File: src/rtl/vga_timing_dither_pkg.sv
// Shared definitions for the VGA output stage: counter widths, dither mode
// encodings and the porch-sum helper used to size the raster.
package vga_pkg;

    localparam int H_W = 11;
    localparam int V_W = 10;

    typedef enum logic [1:0] {
        DM_TRUNC    = 2'd0,
        DM_SPATIAL  = 2'd1,
        DM_TEMPORAL = 2'd2
    } dither_mode_e;

    // Total clocks (or lines) in one period of the raster.
    function automatic int timing_total(input int display, input int front,
                                        input int sync, input int back);
        return display + front + sync + back;
    endfunction

endpackage

File: src/rtl/vga_timing_dither_if.sv
// Bus between the VGA output stage and its renderer/monitor: coordinate
// publication, returned source colour, and the DAC-side outputs.
interface vga_timing_dither_if
    import vga_pkg::*;
#(
    parameter int IN_BITS    = 6,
    parameter int OUT_BITS   = 2,
    parameter int FRAME_BITS = 8
);
    logic [H_W-1:0]        h_count;
    logic [V_W-1:0]        v_count;
    logic [FRAME_BITS-1:0] frame;
    logic                  hblank_start;
    logic                  frame_start;
    logic [IN_BITS-1:0]    src_r;
    logic [IN_BITS-1:0]    src_g;
    logic [IN_BITS-1:0]    src_b;
    logic                  hsync;
    logic                  vsync;
    logic [OUT_BITS-1:0]   r_out;
    logic [OUT_BITS-1:0]   g_out;
    logic [OUT_BITS-1:0]   b_out;

    modport master (
        output h_count, v_count, frame, hblank_start, frame_start,
        output hsync, vsync, r_out, g_out, b_out,
        input  src_r, src_g, src_b
    );

    modport slave (
        input  h_count, v_count, frame, hblank_start, frame_start,
        input  hsync, vsync, r_out, g_out, b_out,
        output src_r, src_g, src_b
    );
endinterface

File: src/rtl/vga_timing_dither_bayer.sv
// One colour channel of the ordered dither: adds the 8x8 Bayer threshold for
// (bi, bj) to the source colour, then drops SHIFT bits with saturation.
module bayer_dither
    import vga_pkg::*;
#(
    parameter int IN_BITS     = 6,
    parameter int OUT_BITS    = 2,
    parameter int DITHER_MODE = 2
) (
    input  logic [IN_BITS-1:0]  c,
    input  logic [2:0]          bi,
    input  logic [2:0]          bj,
    output logic [OUT_BITS-1:0] q
);
    localparam int SHIFT = IN_BITS - OUT_BITS;

    // Shift away the dither bits; anything above the DAC range clamps to full scale.
    function automatic logic [OUT_BITS-1:0] sat_shift(input logic [IN_BITS:0] s);
        logic [IN_BITS:0] sh;
        sh = s >> SHIFT;
        if (|sh[IN_BITS:OUT_BITS]) begin
            return '1;
        end
        return sh[OUT_BITS-1:0];
    endfunction

    logic [5:0]       m;
    logic [IN_BITS:0] bay;
    logic [IN_BITS:0] sum;

    // Bit-interleaved Bayer index; only its top SHIFT bits act as the threshold.
    always_comb begin
        m   = {bi[0] ^ bj[0], bi[0], bi[1] ^ bj[1], bi[1], bi[2] ^ bj[2], bi[2]};
        bay = (DITHER_MODE == int'(DM_TRUNC)) ? '0 : (IN_BITS + 1)'(m >> (6 - SHIFT));
        sum = {1'b0, c} + bay;
        q   = sat_shift(sum);
    end

endmodule

File: src/rtl/vga_timing_dither.sv
// VGA output stage: raster counters and syncs, coordinate publication to the
// renderer, a SRC_LAT-deep control delay line matching the renderer latency,
// and registered Bayer-dithered colour towards the DAC.
module vga_timing_dither
    import vga_pkg::*;
#(
    parameter int H_DISPLAY   = 1220,
    parameter int H_FRONT     = 31,
    parameter int H_SYNC      = 183,
    parameter int H_BACK      = 92,
    parameter int V_DISPLAY   = 480,
    parameter int V_FRONT     = 10,
    parameter int V_SYNC      = 2,
    parameter int V_BACK      = 33,
    parameter int HSYNC_POL   = 0,
    parameter int VSYNC_POL   = 0,
    parameter int IN_BITS     = 6,
    parameter int OUT_BITS    = 2,
    parameter int SRC_LAT     = 0,
    parameter int DITHER_MODE = 2,
    parameter int FRAME_BITS  = 8
) (
    input logic                 clk48,
    input logic                 rst_n,
    vga_timing_dither_if.master bus
);
    localparam int H_TOTAL = timing_total(H_DISPLAY, H_FRONT, H_SYNC, H_BACK);
    localparam int V_TOTAL = timing_total(V_DISPLAY, V_FRONT, V_SYNC, V_BACK);

    localparam logic [H_W-1:0] H_LAST   = H_W'(H_TOTAL - 1);
    localparam logic [H_W-1:0] H_DISP_C = H_W'(H_DISPLAY);
    localparam logic [H_W-1:0] HS_BEG   = H_W'(H_DISPLAY + H_FRONT);
    localparam logic [H_W-1:0] HS_END   = H_W'(H_DISPLAY + H_FRONT + H_SYNC);
    localparam logic [V_W-1:0] V_LAST   = V_W'(V_TOTAL - 1);
    localparam logic [V_W-1:0] V_DISP_C = V_W'(V_DISPLAY);
    localparam logic [V_W-1:0] VS_BEG   = V_W'(V_DISPLAY + V_FRONT);
    localparam logic [V_W-1:0] VS_END   = V_W'(V_DISPLAY + V_FRONT + V_SYNC);

    localparam logic HS_IDLE = (HSYNC_POL == 0);
    localparam logic VS_IDLE = (VSYNC_POL == 0);

    // "started" holds the counters at (0,0) for the first edge after reset so
    // that (0,0) is published by a clock edge like every other coordinate.
    logic                  started;
    logic [H_W-1:0]        h_cnt, h_nxt;
    logic [V_W-1:0]        v_cnt, v_nxt;
    logic [FRAME_BITS-1:0] frm_cnt, frm_nxt;
    logic                  hblank_r, fstart_r;

    // Next raster position: h wraps into v, v wraps into the frame counter.
    always_comb begin
        h_nxt   = h_cnt + H_W'(1);
        v_nxt   = v_cnt;
        frm_nxt = frm_cnt;
        if (!started) begin
            h_nxt = '0;
            v_nxt = '0;
        end else if (h_cnt == H_LAST) begin
            h_nxt = '0;
            if (v_cnt == V_LAST) begin
                v_nxt   = '0;
                frm_nxt = frm_cnt + FRAME_BITS'(1);
            end else begin
                v_nxt = v_cnt + V_W'(1);
            end
        end
    end

    // Counter and strobe registers; strobes decode the next position so they
    // change on the same edge as the counters they describe.
    always_ff @(posedge clk48 or negedge rst_n) begin
        if (!rst_n) begin
            started  <= 1'b0;
            h_cnt    <= '0;
            v_cnt    <= '0;
            frm_cnt  <= '0;
            hblank_r <= 1'b0;
            fstart_r <= 1'b0;
        end else begin
            started  <= 1'b1;
            h_cnt    <= h_nxt;
            v_cnt    <= v_nxt;
            frm_cnt  <= frm_nxt;
            hblank_r <= (h_nxt == H_DISP_C);
            fstart_r <= (h_nxt == '0) && (v_nxt == '0);
        end
    end

    // ---- stage p0: decode of the published coordinate ----
    logic       vld_p0, hs_p0, vs_p0;
    logic [2:0] bi_p0, bj_p0;
    logic       tgl_p0;

    assign tgl_p0 = (DITHER_MODE == int'(DM_TEMPORAL)) ? frm_cnt[0] : 1'b0;

    // Active area, sync windows and Bayer indices for the current coordinate.
    always_comb begin
        vld_p0 = started && (h_cnt < H_DISP_C) && (v_cnt < V_DISP_C);
        hs_p0  = started && (h_cnt >= HS_BEG) && (h_cnt < HS_END);
        vs_p0  = started && (v_cnt >= VS_BEG) && (v_cnt < VS_END);
        bi_p0  = h_cnt[2:0] ^ {2'b00, tgl_p0};
        bj_p0  = v_cnt[2:0];
    end

    // ---- stage p1: p0 delayed SRC_LAT clocks, aligned with source colour ----
    logic       vld_p1, hs_p1, vs_p1;
    logic [2:0] bi_p1, bj_p1;

    generate
        if (SRC_LAT == 0) begin : g_no_delay
            assign {vld_p1, hs_p1, vs_p1} = {vld_p0, hs_p0, vs_p0};
            assign {bi_p1, bj_p1}         = {bi_p0, bj_p0};
        end else begin : g_delay
            logic [2:0] ctl_sr [SRC_LAT];
            logic [5:0] pos_sr [SRC_LAT];

            // Control taps (active, syncs) clear to blank/inactive on reset.
            always_ff @(posedge clk48 or negedge rst_n) begin
                if (!rst_n) begin
                    for (int i = 0; i < SRC_LAT; i++) begin
                        ctl_sr[i] <= 3'b000;
                    end
                end else begin
                    ctl_sr[0] <= {vld_p0, hs_p0, vs_p0};
                    for (int i = 1; i < SRC_LAT; i++) begin
                        ctl_sr[i] <= ctl_sr[i-1];
                    end
                end
            end

            // Dither indices ride along; they only matter when active is set.
            always_ff @(posedge clk48) begin
                pos_sr[0] <= {bi_p0, bj_p0};
                for (int i = 1; i < SRC_LAT; i++) begin
                    pos_sr[i] <= pos_sr[i-1];
                end
            end

            assign {vld_p1, hs_p1, vs_p1} = ctl_sr[SRC_LAT-1];
            assign {bi_p1, bj_p1}         = pos_sr[SRC_LAT-1];
        end
    endgenerate

    logic [OUT_BITS-1:0] q_r, q_g, q_b;

    bayer_dither #(.IN_BITS(IN_BITS), .OUT_BITS(OUT_BITS), .DITHER_MODE(DITHER_MODE))
        u_dith_r (.c(bus.src_r), .bi(bi_p1), .bj(bj_p1), .q(q_r));
    bayer_dither #(.IN_BITS(IN_BITS), .OUT_BITS(OUT_BITS), .DITHER_MODE(DITHER_MODE))
        u_dith_g (.c(bus.src_g), .bi(bi_p1), .bj(bj_p1), .q(q_g));
    bayer_dither #(.IN_BITS(IN_BITS), .OUT_BITS(OUT_BITS), .DITHER_MODE(DITHER_MODE))
        u_dith_b (.c(bus.src_b), .bi(bi_p1), .bj(bj_p1), .q(q_b));

    // ---- stage p2: DAC-facing output registers ----
    logic [OUT_BITS-1:0] r_p2, g_p2, b_p2;
    logic                hsync_p2, vsync_p2;

    // Blank colour outside the active area and drive syncs at their polarity.
    always_ff @(posedge clk48 or negedge rst_n) begin
        if (!rst_n) begin
            r_p2     <= '0;
            g_p2     <= '0;
            b_p2     <= '0;
            hsync_p2 <= HS_IDLE;
            vsync_p2 <= VS_IDLE;
        end else begin
            r_p2     <= vld_p1 ? q_r : '0;
            g_p2     <= vld_p1 ? q_g : '0;
            b_p2     <= vld_p1 ? q_b : '0;
            hsync_p2 <= hs_p1 ? ~HS_IDLE : HS_IDLE;
            vsync_p2 <= vs_p1 ? ~VS_IDLE : VS_IDLE;
        end
    end

    assign bus.h_count      = h_cnt;
    assign bus.v_count      = v_cnt;
    assign bus.frame        = frm_cnt;
    assign bus.hblank_start = hblank_r;
    assign bus.frame_start  = fstart_r;
    assign bus.r_out        = r_p2;
    assign bus.g_out        = g_p2;
    assign bus.b_out        = b_p2;
    assign bus.hsync        = hsync_p2;
    assign bus.vsync        = vsync_p2;

endmodule

File: src/flat_wrapper.sv
// flat-port wrapper written by rule: the top's interface ports become plain ports
module vga_timing_dither_flat import vga_pkg::*;
#(
    parameter int H_DISPLAY   = 1220,
    parameter int H_FRONT     = 31,
    parameter int H_SYNC      = 183,
    parameter int H_BACK      = 92,
    parameter int V_DISPLAY   = 480,
    parameter int V_FRONT     = 10,
    parameter int V_SYNC      = 2,
    parameter int V_BACK      = 33,
    parameter int HSYNC_POL   = 0,
    parameter int VSYNC_POL   = 0,
    parameter int IN_BITS     = 6,
    parameter int OUT_BITS    = 2,
    parameter int SRC_LAT     = 0,
    parameter int DITHER_MODE = 2,
    parameter int FRAME_BITS  = 8
)
  (clk48, rst_n, bus_h_count, bus_v_count, bus_frame, bus_hblank_start, bus_frame_start, bus_hsync, bus_vsync, bus_r_out, bus_g_out, bus_b_out, bus_src_r, bus_src_g, bus_src_b);
  vga_timing_dither_if #(.IN_BITS(IN_BITS), .OUT_BITS(OUT_BITS), .FRAME_BITS(FRAME_BITS)) bus_i ();
  input logic clk48;
  input logic rst_n;
  output wire logic [$bits(bus_i.h_count)-1:0] bus_h_count;
  output wire logic [$bits(bus_i.v_count)-1:0] bus_v_count;
  output wire logic [$bits(bus_i.frame)-1:0] bus_frame;
  output wire logic [$bits(bus_i.hblank_start)-1:0] bus_hblank_start;
  output wire logic [$bits(bus_i.frame_start)-1:0] bus_frame_start;
  output wire logic [$bits(bus_i.hsync)-1:0] bus_hsync;
  output wire logic [$bits(bus_i.vsync)-1:0] bus_vsync;
  output wire logic [$bits(bus_i.r_out)-1:0] bus_r_out;
  output wire logic [$bits(bus_i.g_out)-1:0] bus_g_out;
  output wire logic [$bits(bus_i.b_out)-1:0] bus_b_out;
  input wire logic [$bits(bus_i.src_r)-1:0] bus_src_r;
  input wire logic [$bits(bus_i.src_g)-1:0] bus_src_g;
  input wire logic [$bits(bus_i.src_b)-1:0] bus_src_b;
  assign bus_h_count = bus_i.h_count;
  assign bus_v_count = bus_i.v_count;
  assign bus_frame = bus_i.frame;
  assign bus_hblank_start = bus_i.hblank_start;
  assign bus_frame_start = bus_i.frame_start;
  assign bus_hsync = bus_i.hsync;
  assign bus_vsync = bus_i.vsync;
  assign bus_r_out = bus_i.r_out;
  assign bus_g_out = bus_i.g_out;
  assign bus_b_out = bus_i.b_out;
  assign bus_i.src_r = bus_src_r;
  assign bus_i.src_g = bus_src_g;
  assign bus_i.src_b = bus_src_b;
  vga_timing_dither #(.H_DISPLAY(H_DISPLAY), .H_FRONT(H_FRONT), .H_SYNC(H_SYNC), .H_BACK(H_BACK), .V_DISPLAY(V_DISPLAY), .V_FRONT(V_FRONT), .V_SYNC(V_SYNC), .V_BACK(V_BACK), .HSYNC_POL(HSYNC_POL), .VSYNC_POL(VSYNC_POL), .IN_BITS(IN_BITS), .OUT_BITS(OUT_BITS), .SRC_LAT(SRC_LAT), .DITHER_MODE(DITHER_MODE), .FRAME_BITS(FRAME_BITS)) u_core (.clk48(clk48), .rst_n(rst_n), .bus(bus_i));
endmodule
File: config.mk
export PLATFORM = sky130hd
export DESIGN_NAME = vga_timing_dither_flat
export DESIGN_NICKNAME = d
export VERILOG_FILES = /design/src/rtl/vga_timing_dither_pkg.sv /design/src/rtl/vga_timing_dither_if.sv /design/src/rtl/vga_timing_dither_bayer.sv /design/src/rtl/vga_timing_dither.sv /design/src/flat_wrapper.sv
export SDC_FILE = /design/constraint.sdc
export NUM_CORES = 1
export LEC_CHECK = 0
export BUFFER_PORTS_ARGS = -buffer_cell sky130_fd_sc_hd__buf_2
export CORE_UTILIZATION = 45
export CTS_CLUSTER_SIZE = 10
export DETAILED_ROUTE_END_ITERATION = 6
export GPL_TIMING_DRIVEN = 0
export HOLD_SLACK_MARGIN = 0.02
export PLACE_DENSITY = 0.68
export RECOVER_POWER = 50
export SLEW_MARGIN = 20
export SYNTH_ARGS = -nofsm -noshare
export SYNTH_HDL_FRONTEND = slang
export SYNTH_SLANG_ARGS = --single-unit
File: constraint.sdc
create_clock -name clk48 -period 2.08 [get_ports clk48]
set_input_delay 0.104 -clock clk48 [delete_from_list [all_inputs] [get_ports clk48]]
set_output_delay 0.104 -clock clk48 [all_outputs]
set_load 0.005 [all_outputs]
==> impl_metrics.sql, run 1 <==
INSERT INTO impl_metrics (metric_group, metric, value, unit) VALUES
('worst_setup_path', 'cp.required', '2.30', 'ns'),
('grt', 'grt_use_met2', '38.2', '%'),
('logic_synthesis', 'synth_warnings', '0', ''),
('timing', 'report.final.setup_viol', '0', ''),
('logic_synthesis', 'synthSimpleGateAreaFrac', '24.0', '%'),
('logic_synthesis', 'synth_mux_area_share', '1.74', '%'),
('timing', 'layout_worst_path_cycle_share', '98.6', '%'),
('grt', 'via_count_of_the_first_global_routing_pass', '2089', ''),
('timing', 'finClkSkew', '0.00488', 'ns'),
('clock_tree', 'tritoncts', 'yes', ''),
('worst_setup_path', 'timing.rr.start', 'u_core.bus.h_count[1]$_DFF_PN0_', ''),
('finish', 'post_route_cells_drive_above_1_share', '34.5', '%'),
('timing', 'timing.slew.headroom', '32.7', '%'),
('worst_setup_path', 'timing_worst_setup_path_type', 'reg2reg', ''),
('logic_synthesis', 'postSynth.topFlopCell', 'sky130_fd_sc_hd__dfrtp_1', ''),
('logic_synthesis', 'postSynthNetCount', '297', ''),
('drt', 'avgViaCountPerCell', '5.34', ''),
('logic_synthesis', 'synth_largest_area_cell', 'sky130_fd_sc_hd__dfrtp_1', ''),
('logic_synthesis', 'synthMostInstantiatedCell', 'sky130_fd_sc_hd__dfrtp_1', ''),
('pwr', 'switchingPower', '0.423', 'mW'),
('grt', 'grt.total_usage', '23.0', '%'),
('grt', 'grt_start_max_net_pins', '41', ''),
('timing', 'timing.final.max_slew_violations', '0', ''),
('worst_setup_path', 'worst_ep_arrival_time', '2.28', 'ns'),
('pwr', 'total_power', '1.56', 'mW'),
('pwr', 'internal-power', '1.14', 'mW'),
('pwr', 'p_seq_share', '51.6', '%'),
('logic_synthesis', 'synth_compound_area_share', '10.3', '%'),
('timing', 'hold_violation_total_from_the_final_report', '0', ''),
('logic_synthesis', 'synth_top_area_share', '39.0', '%'),
('logic_synthesis', 'synth-adder-area-share', '7.18', '%'),
('worst_setup_path', 'critPathCapture', 'u_core.bus.v_count[9]$_DFF_PN0_', ''),
('finish', 'post-route-util', '65.2', '%'),
('pwr', 'worst_ir_drop_vdd', '0.272', 'mV'),
('finish', 'insertedDiodeCount', '0', ''),
('grt', 'grt_pass1_wl', '9.82', 'mm'),
('logic_synthesis', 'ys_top_cells_by_area', 'sky130_fd_sc_hd__dfrtp_1 39%, sky130_fd_sc_hd__ha_1 7.2%, sky130_fd_sc_hd__xnor2_1 5.7%, sky130_fd_sc_hd__nor2_1 5.7%, sky130_fd_sc_hd__xor2_1 5.0%', ''),
('clock_tree', 'cts_inserted_buffers', '5', ''),
('pwr', 'power_per_cell_area', '462', 'mW/mm^2'),
('drt', 'detailedRoute.firstPassIterationCount', '6', ''),
('logic_synthesis', 'ys_ff_latch', '40', ''),
('logic_synthesis', 'syn_area_per_cell', '9.28', 'um^2'),
('placement', 'io_buffers', '58', ''),
('die', 'die_height', '75.7', 'um'),
('drt', 'via_total_after_detailed_routing', '2266', ''),
('logic_synthesis', 'synth_async_sr_flop_share', '100', '%'),
('min_path', 'worst_hold_path_type', 'in2reg', ''),
('clock_tree', 'clock_pin_slew_worst_setup_and_hold_paths', '0.08', 'ns'),
('logic_synthesis', 'number_of_enable_type_register_cells_in_the_synthesized_netlist', '0', ''),
('die', 'floorplan.io_pins', '59', ''),
('die', 'fp.dieArea', '0.00572', 'mm^2'),
('pwr', 'sw_frac_of_total', '27.1', '%'),
('drt', 'antenna_left', '0', ''),
('clock_tree', 'ctsHtreeMaxLevel', '2', ''),
('drt', 'total_routed_length', '6.14', 'mm'),
('grt', 'grt_use_met3', '4.89', '%'),
('pwr', 'logic_gate_share_of_total_power', '15.0', '%'),
('die', 'placement_rows', '26', ''),
('pwr', 'power.static_leakage', '1.61', 'nW'),
('clock_tree', 'clock_sinks', '40', ''),
('logic_synthesis', 'synth.distinct_cells', '45', ''),
('drt', 'drtIter0Drc', '135', ''),
('run_status', 'outcome', 'completed', ''),
('timing', 'setup_tns', '0', 'ns'),
('flow_run', 'max_cap_violations', '0', ''),
('logic_synthesis', 'synthTopCellsByCount', '38 x sky130_fd_sc_hd__dfrtp_1, 37 x sky130_fd_sc_hd__nor2_1, 16 x sky130_fd_sc_hd__xnor2_1', ''),
('worst_setup_path', 'timing.reg2reg.setup_slack', '0.03', 'ns'),
('clock_tree', 'max-clock-path-buffers', '2', ''),
('worst_setup_path', 'rr_worst_depth', '7', ''),
('clock_tree', 'clock_latency', '0.29', 'ns'),
('min_path', 'worst_hold_path.num_cells', '3', '');
==> through the flow <==
stage	worst slack, ns	area, um^2
final	0.0282	3370
after global routing	-0.108	3370
after CTS	-0.0105	3190
after detailed placement	-0.268	2880
after global placement	-0.219	2880
after floorplan	0.0262	2500
==> routing by layer <==
layer	vias up	part of all wire [%]	wire length, um
li1	1101	-	-
met1	1084	46	2800
met2	74	49	3010
met3	7	4.5	278
met4	0	0.99	61
met5	-	0	0
==> timing repair <==
item / in CTS / in global routing
pin swaps: 6 / 7
gates resized for setup: 16 / 32
endpoints found under the setup margin: 26 / 22
hold endpoints to repair: 41 / 0
hold buffers: 4 / 0
buffers inserted: 17 / 9
==> sequential cells by signal, indices dropped and copies added (netlist names) <==
name,count
u_core.bus.frame,8
u_core.bus.hblank_start,1
u_core.bus.frame_start,1
u_core.started,1
u_core.bus.b_out,2
u_core.bus.r_out,2
u_core.bus.g_out,2
u_core.bus.hsync,1
u_core.bus.vsync,1
u_core.bus.h_count,11
u_core.bus.v_count,10
==> layout make-up <==
| cell class | count | area, um^2 |
|---|---|---|
| clock inverter | 3 | 18.8 |
| sequential | 40 | 1010 |
| inverter | 7 | 28.8 |
| fill | 447 | 1800 |
| timing repair buffer | 88 | 518 |
| tap | 70 | 87.6 |
| clock buffer | 5 | 68.8 |
| multi-input combinational | 199 | 1540 |
| buffer | 12 | 104 |
==> critical path, stage by stage (launching register included) <==
cell and delay (ns):
sky130_fd_sc_hd__dfrtp_1 0.42, sky130_fd_sc_hd__buf_8 0.15, sky130_fd_sc_hd__inv_4 0.05, sky130_fd_sc_hd__ha_4 0.13, sky130_fd_sc_hd__nand4b_1 0.18, sky130_fd_sc_hd__or4_4 0.61
sky130_fd_sc_hd__or3_1 0.32, sky130_fd_sc_hd__a21oi_1 0.12
==> power by group through the flow <==
stage	registers [mW]	logic (mW)	clock network, mW
after detailed placement	0.819	0.187	0
final	0.804	0.234	0.521
after global routing	0.807	0.264	0.570
after CTS	0.803	0.210	0.534
after floorplan	0.821	0.106	0
after global placement	0.820	0.179	0
==> cells in the final DEF (no fill, tap or decap), drive strengths merged, types with 4 or more instances in the layout <==
cell type	instances
nand4	10
nor4	4
dlygate4sd3	4
nor2	37
nand2	16
a21oi	13
ha	14
a211oi	4
nor2b	7
xnor2	16
xor2	14
dfrtp	38
clkbuf	33
nor3	6
and3	4
inv	7
nand3	12
buf	68
==> worst min path at each step <==
stage	from	end
6_report	bus_src_b[5]	u_core.bus.b_out[1]$_DFF_PN0_
5_1_grt	bus_src_g[5]	u_core.bus.g_out[1]$_DFF_PN0_
4_1_cts	bus_src_b[5]	u_core.bus.b_out[1]$_DFF_PN0_
3_5_place_dp	rst_n	u_core.bus.hblank_start$_DFF_PN0_
3_3_place_gp	rst_n	u_core.bus.h_count[6]$_DFF_PN0_
2_1_floorplan	rst_n	u_core.bus.b_out[0]$_DFF_PN0_
==> cell families (layout without fill, tap and decap cells) <==
group           Yosys count  count (layout)
xor+xnor                 30              30
flops                    40              40
simple gates            112             112
fa+ha+maj                14              14
compound gates           38              38
other cells               1               1
mux                       4               4
buf+inv                  24             115
No activity file was read; power rests on OpenSTA's default activity.
==> inputs of run 2 (changes only) <==
PLACE_DENSITY = 0.72   (was 0.68)
SETUP_SLACK_MARGIN = 0.4   (was not set)
==> impl_metrics.sql, run 2 (synthesis gave the netlist of run 1 again) <==
INSERT INTO impl_metrics (metric_group, metric, value, unit) VALUES
('timing', 'postLayoutSetupSlackWorst', '-0.105', 'ns'),
('die', 'start_util', '47.2', '%'),
('pwr', 'logic_gate_share_of_total_power', '16.0', '%'),
('worst_setup_path', 'rr_worst_depth', '9', ''),
('worst_setup_path', 'worst_ep_arrival_time', '2.38', 'ns'),
('placement', 'hpwlAfterDp', '3.95', 'mm'),
('worst_setup_path', 'r2r-end', 'u_core.bus.v_count[7]$_DFF_PN0_', ''),
('clock_tree', 'clock_sinks', '40', ''),
('timing', 'layout_worst_path_cycle_share', '105', '%'),
('pwr', 'p_seq_share', '44.7', '%'),
('timing', 'max_freq', '458', 'MHz'),
('drt', 'total_routed_length', '7.13', 'mm'),
('die', 'floorplan.core_area', '0.00517', 'mm^2'),
('worst_setup_path', 'crit_path_cell_trace', 'buf_6, nand2_2, or4_1, or4_4, buf_6, buf_6, nor2_4, xnor2_2, nor2_1', ''),
('worst_setup_path', 'critical-path-slowest-cell', 'sky130_fd_sc_hd__or4_1', ''),
('grt', 'grt_pass1_wl', '10.1', 'mm'),
('clock_tree', 'clock_latency', '0.30', 'ns'),
('grt', 'grt_start_max_net_pins', '41', ''),
('pwr', 'worst_ir_drop_vdd', '0.261', 'mV'),
('drt', 'drtIter0Drc', '150', ''),
('worst_setup_path', 'cp.required', '2.27', 'ns'),
('timing', 'setup_tns', '-0.303', 'ns'),
('finish', 'insertedDiodeCount', '0', ''),
('die', 'die_w', '75.7', 'um'),
('timing', 'grt_setup_unrepaired', 'true', ''),
('drt', 'avgViaCountPerCell', '5.58', ''),
('worst_setup_path', 'timing.reg2reg.setup_slack', '-0.10', 'ns'),
('worst_setup_path', 'timing_worst_setup_path_type', 'reg2reg', ''),
('grt', 'via_count_of_the_first_global_routing_pass', '2078', ''),
('finish', 'multi_input_comb_area', '0.00174', 'mm^2'),
('flow_run', 'max_cap_violations', '0', ''),
('worst_setup_path', 'crit_path_start_kind', 'register', ''),
('die', 'die_height', '75.7', 'um'),
('drt', 'detailedRoute.firstPassIterationCount', '4', ''),
('finish', 'area.sequential', '0.00101', 'mm^2'),
('finish', 'post-route-util', '74.2', '%'),
('drt', 'antenna_left', '0', ''),
('worst_setup_path', 'cell_mode_on_critical_path', 'sky130_fd_sc_hd__buf_6', ''),
('finish', 'layout_common_cells', '38 x sky130_fd_sc_hd__buf_2, 34 x sky130_fd_sc_hd__dfrtp_1, 22 x sky130_fd_sc_hd__buf_6, 22 x sky130_fd_sc_hd__nor2_1, 21 x sky130_fd_sc_hd__clkbuf_1', ''),
('timing', 'finClkSkew', '0.00535', 'ns'),
('clock_tree', 'tritoncts', 'yes', ''),
('timing', 'hold_violation_total_from_the_final_report', '0', ''),
('finish', 'flip_flop_count_of_the_largest_register_after_layout', '11', ''),
('die', 'fp.dieArea', '0.00572', 'mm^2'),
('drt', 'remaining_drc_errors', '0', ''),
('placement', 'io_buffers', '58', ''),
('worst_setup_path', 'setup.worst_path.end_class', 'register', ''),
('clock_tree', 'max-clock-path-buffers', '2', ''),
('clock_tree', 'ctsHtreeMaxLevel', '2', ''),
('grt', 'overflow', '0', ''),
('pwr', 'power.static_leakage', '1.72', 'nW'),
('placement', 'gp_routability_congestion', '0.872', ''),
('timing', 'final.min_clock_period', '2.18', 'ns'),
('worst_setup_path', 'critical-path-max-stage-delay', '0.55', 'ns'),
('worst_setup_path', 'timing.rr.start', 'u_core.bus.v_count[2]$_DFF_PN0_', ''),
('drt', 'via_total_after_detailed_routing', '2454', ''),
('grt', 'grt.total_usage', '24.0', '%'),
('finish', 'post_route_cells_drive_above_1_share', '44.6', '%'),
('pwr', 'clock_power_share', '39.4', '%'),
('clock_tree', 'clock_pin_slew_worst_setup_and_hold_paths', '0.08', 'ns'),
('pwr', 'total_power', '1.80', 'mW'),
('timing', 'report.final.setup_viol', '4', ''),
('timing', 'worst_pin_slew', '0.980', 'ns'),
('grt', 'grt_antenna_before_repair', '0', ''),
('worst_setup_path', 'worstPathMaxFanout', '5', ''),
('finish', 'area_delta_synth_final', '57.3', '%'),
('timing', 'timing.final.max_slew_violations', '0', ''),
('pwr', 'switchingPower', '0.445', 'mW'),
('run_status', 'violations_in_the_final_reports', 'setup timing', ''),
('timing', 'timing.slew.headroom', '34.6', '%'),
('clock_tree', 'cts_inserted_buffers', '5', ''),
('die', 'floorplan.io_pins', '59', ''),
('pwr', 'internal-power', '1.36', 'mW'),
('finish', 'layout_net_count', '403', ''),
('min_path', 'worst_hold_path_type', 'in2reg', ''),
('pwr', 'power_per_cell_area', '470', 'mW/mm^2'),
('worst_setup_path', 'critPathCapture', 'u_core.bus.v_count[7]$_DFF_PN0_', ''),
('finish', 'number_of_fill_cells_in_the_layout', '360', ''),
('die', 'placement_rows', '26', ''),
('finish', 'mostFrequentLayoutCell', 'sky130_fd_sc_hd__buf_2', ''),
('clock_tree', 'cts-root-buf', 'sky130_fd_sc_hd__clkbuf_8', ''),
('worst_setup_path', 'critical_path.startpoint', 'u_core.bus.v_count[2]$_DFF_PN0_', ''),
('run_status', 'outcome', 'finished with violations', ''),
('drt', 'routedWlPerCell', '16.2', 'um'),
('pwr', 'sw_frac_of_total', '24.6', '%');
[run 2: cell types whose count changed in the layout (fill, tap and decap cells not counted), sizes merged]
cell | previous run | this run
clkinv | 3 | 0
clkbuf | 33 | 37
buf | 68 | 82
bufinv | 0 | 1
[run 2: metal layers]
layer  up-vias  part of all wire, %  global-route usage [%]
li1       1135                    -                       -
met1      1185                   41                    32.1
met2       112                   49                    38.3
met3        22                  7.2                    6.35
met4         0                  2.7                    7.41
met5         -                    0                       0
[run 2: critical path: cells and delay by family, from the launching register on]
kind / cells / cell delay [ns]
xor+xnor: 1 / 0.12
buf+inv: 3 / 0.37
flops: 1 / 0.38
simple gates: 5 / 1.22
[run 2: worst min path at each step]
stage	endpoint	cells past startpoint	startpoint
floorplan	u_core.bus.b_out[0]$_DFF_PN0_	0	rst_n
finish	u_core.bus.r_out[1]$_DFF_PN0_	3	bus_src_r[5]
global route	u_core.bus.g_out[1]$_DFF_PN0_	3	bus_src_g[5]
global placement	u_core.bus.h_count[7]$_DFF_PN0_	1	rst_n
detailed placement	u_core.bus.h_count[6]$_DFF_PN0_	1	rst_n
CTS	u_core.bus.b_out[1]$_DFF_PN0_	3	bus_src_b[5]
[run 2: per-stage QoR]
step           setup slack, ns  instance area [um^2]  hold WS [ns]  instances
2_1_floorplan           0.0382                  2560        -0.192        263
3_5_place_dp            -0.209                  2940         0.284        391
4_1_cts                -0.0377                  3590        0.0390        432
5_1_grt                 -0.153                  3840        0.0624        440
6_report                -0.105                  3840        0.0385        440
3_3_place_gp            -0.215                  2940         0.264        391
[run 2: repair_timing]
| item | in CTS | in global routing |
|---|---|---|
| pin swaps | 24 | 24 |
| cloned | 1 | 0 |
| endpoints found under the hold margin | 41 | 0 |
| hold buffers | 4 | 0 |
| setup buffers | 28 | 8 |
| setup endpoints to repair | 37 | 36 |
| gates resized for setup | 55 | 46 |
[run 2: cell type report]
type	count	area share, %
buffer	17	4.43
clock buffer	7	2.51
clock inverter	1	0.782
inverter	7	0.815
multi-input combinational	199	45.4
sequential	40	26.3
tap	70	2.28
timing repair buffer	99	17.5
[run 2: power groups by stage]
stage	clock network [mW]	registers [mW]	logic [mW]
3_3_place_gp	0	0.820	0.190
3_5_place_dp	0	0.820	0.196
6_report	0.710	0.806	0.288
4_1_cts	0.710	0.806	0.255
5_1_grt	0.756	0.809	0.316
2_1_floorplan	0	0.821	0.117
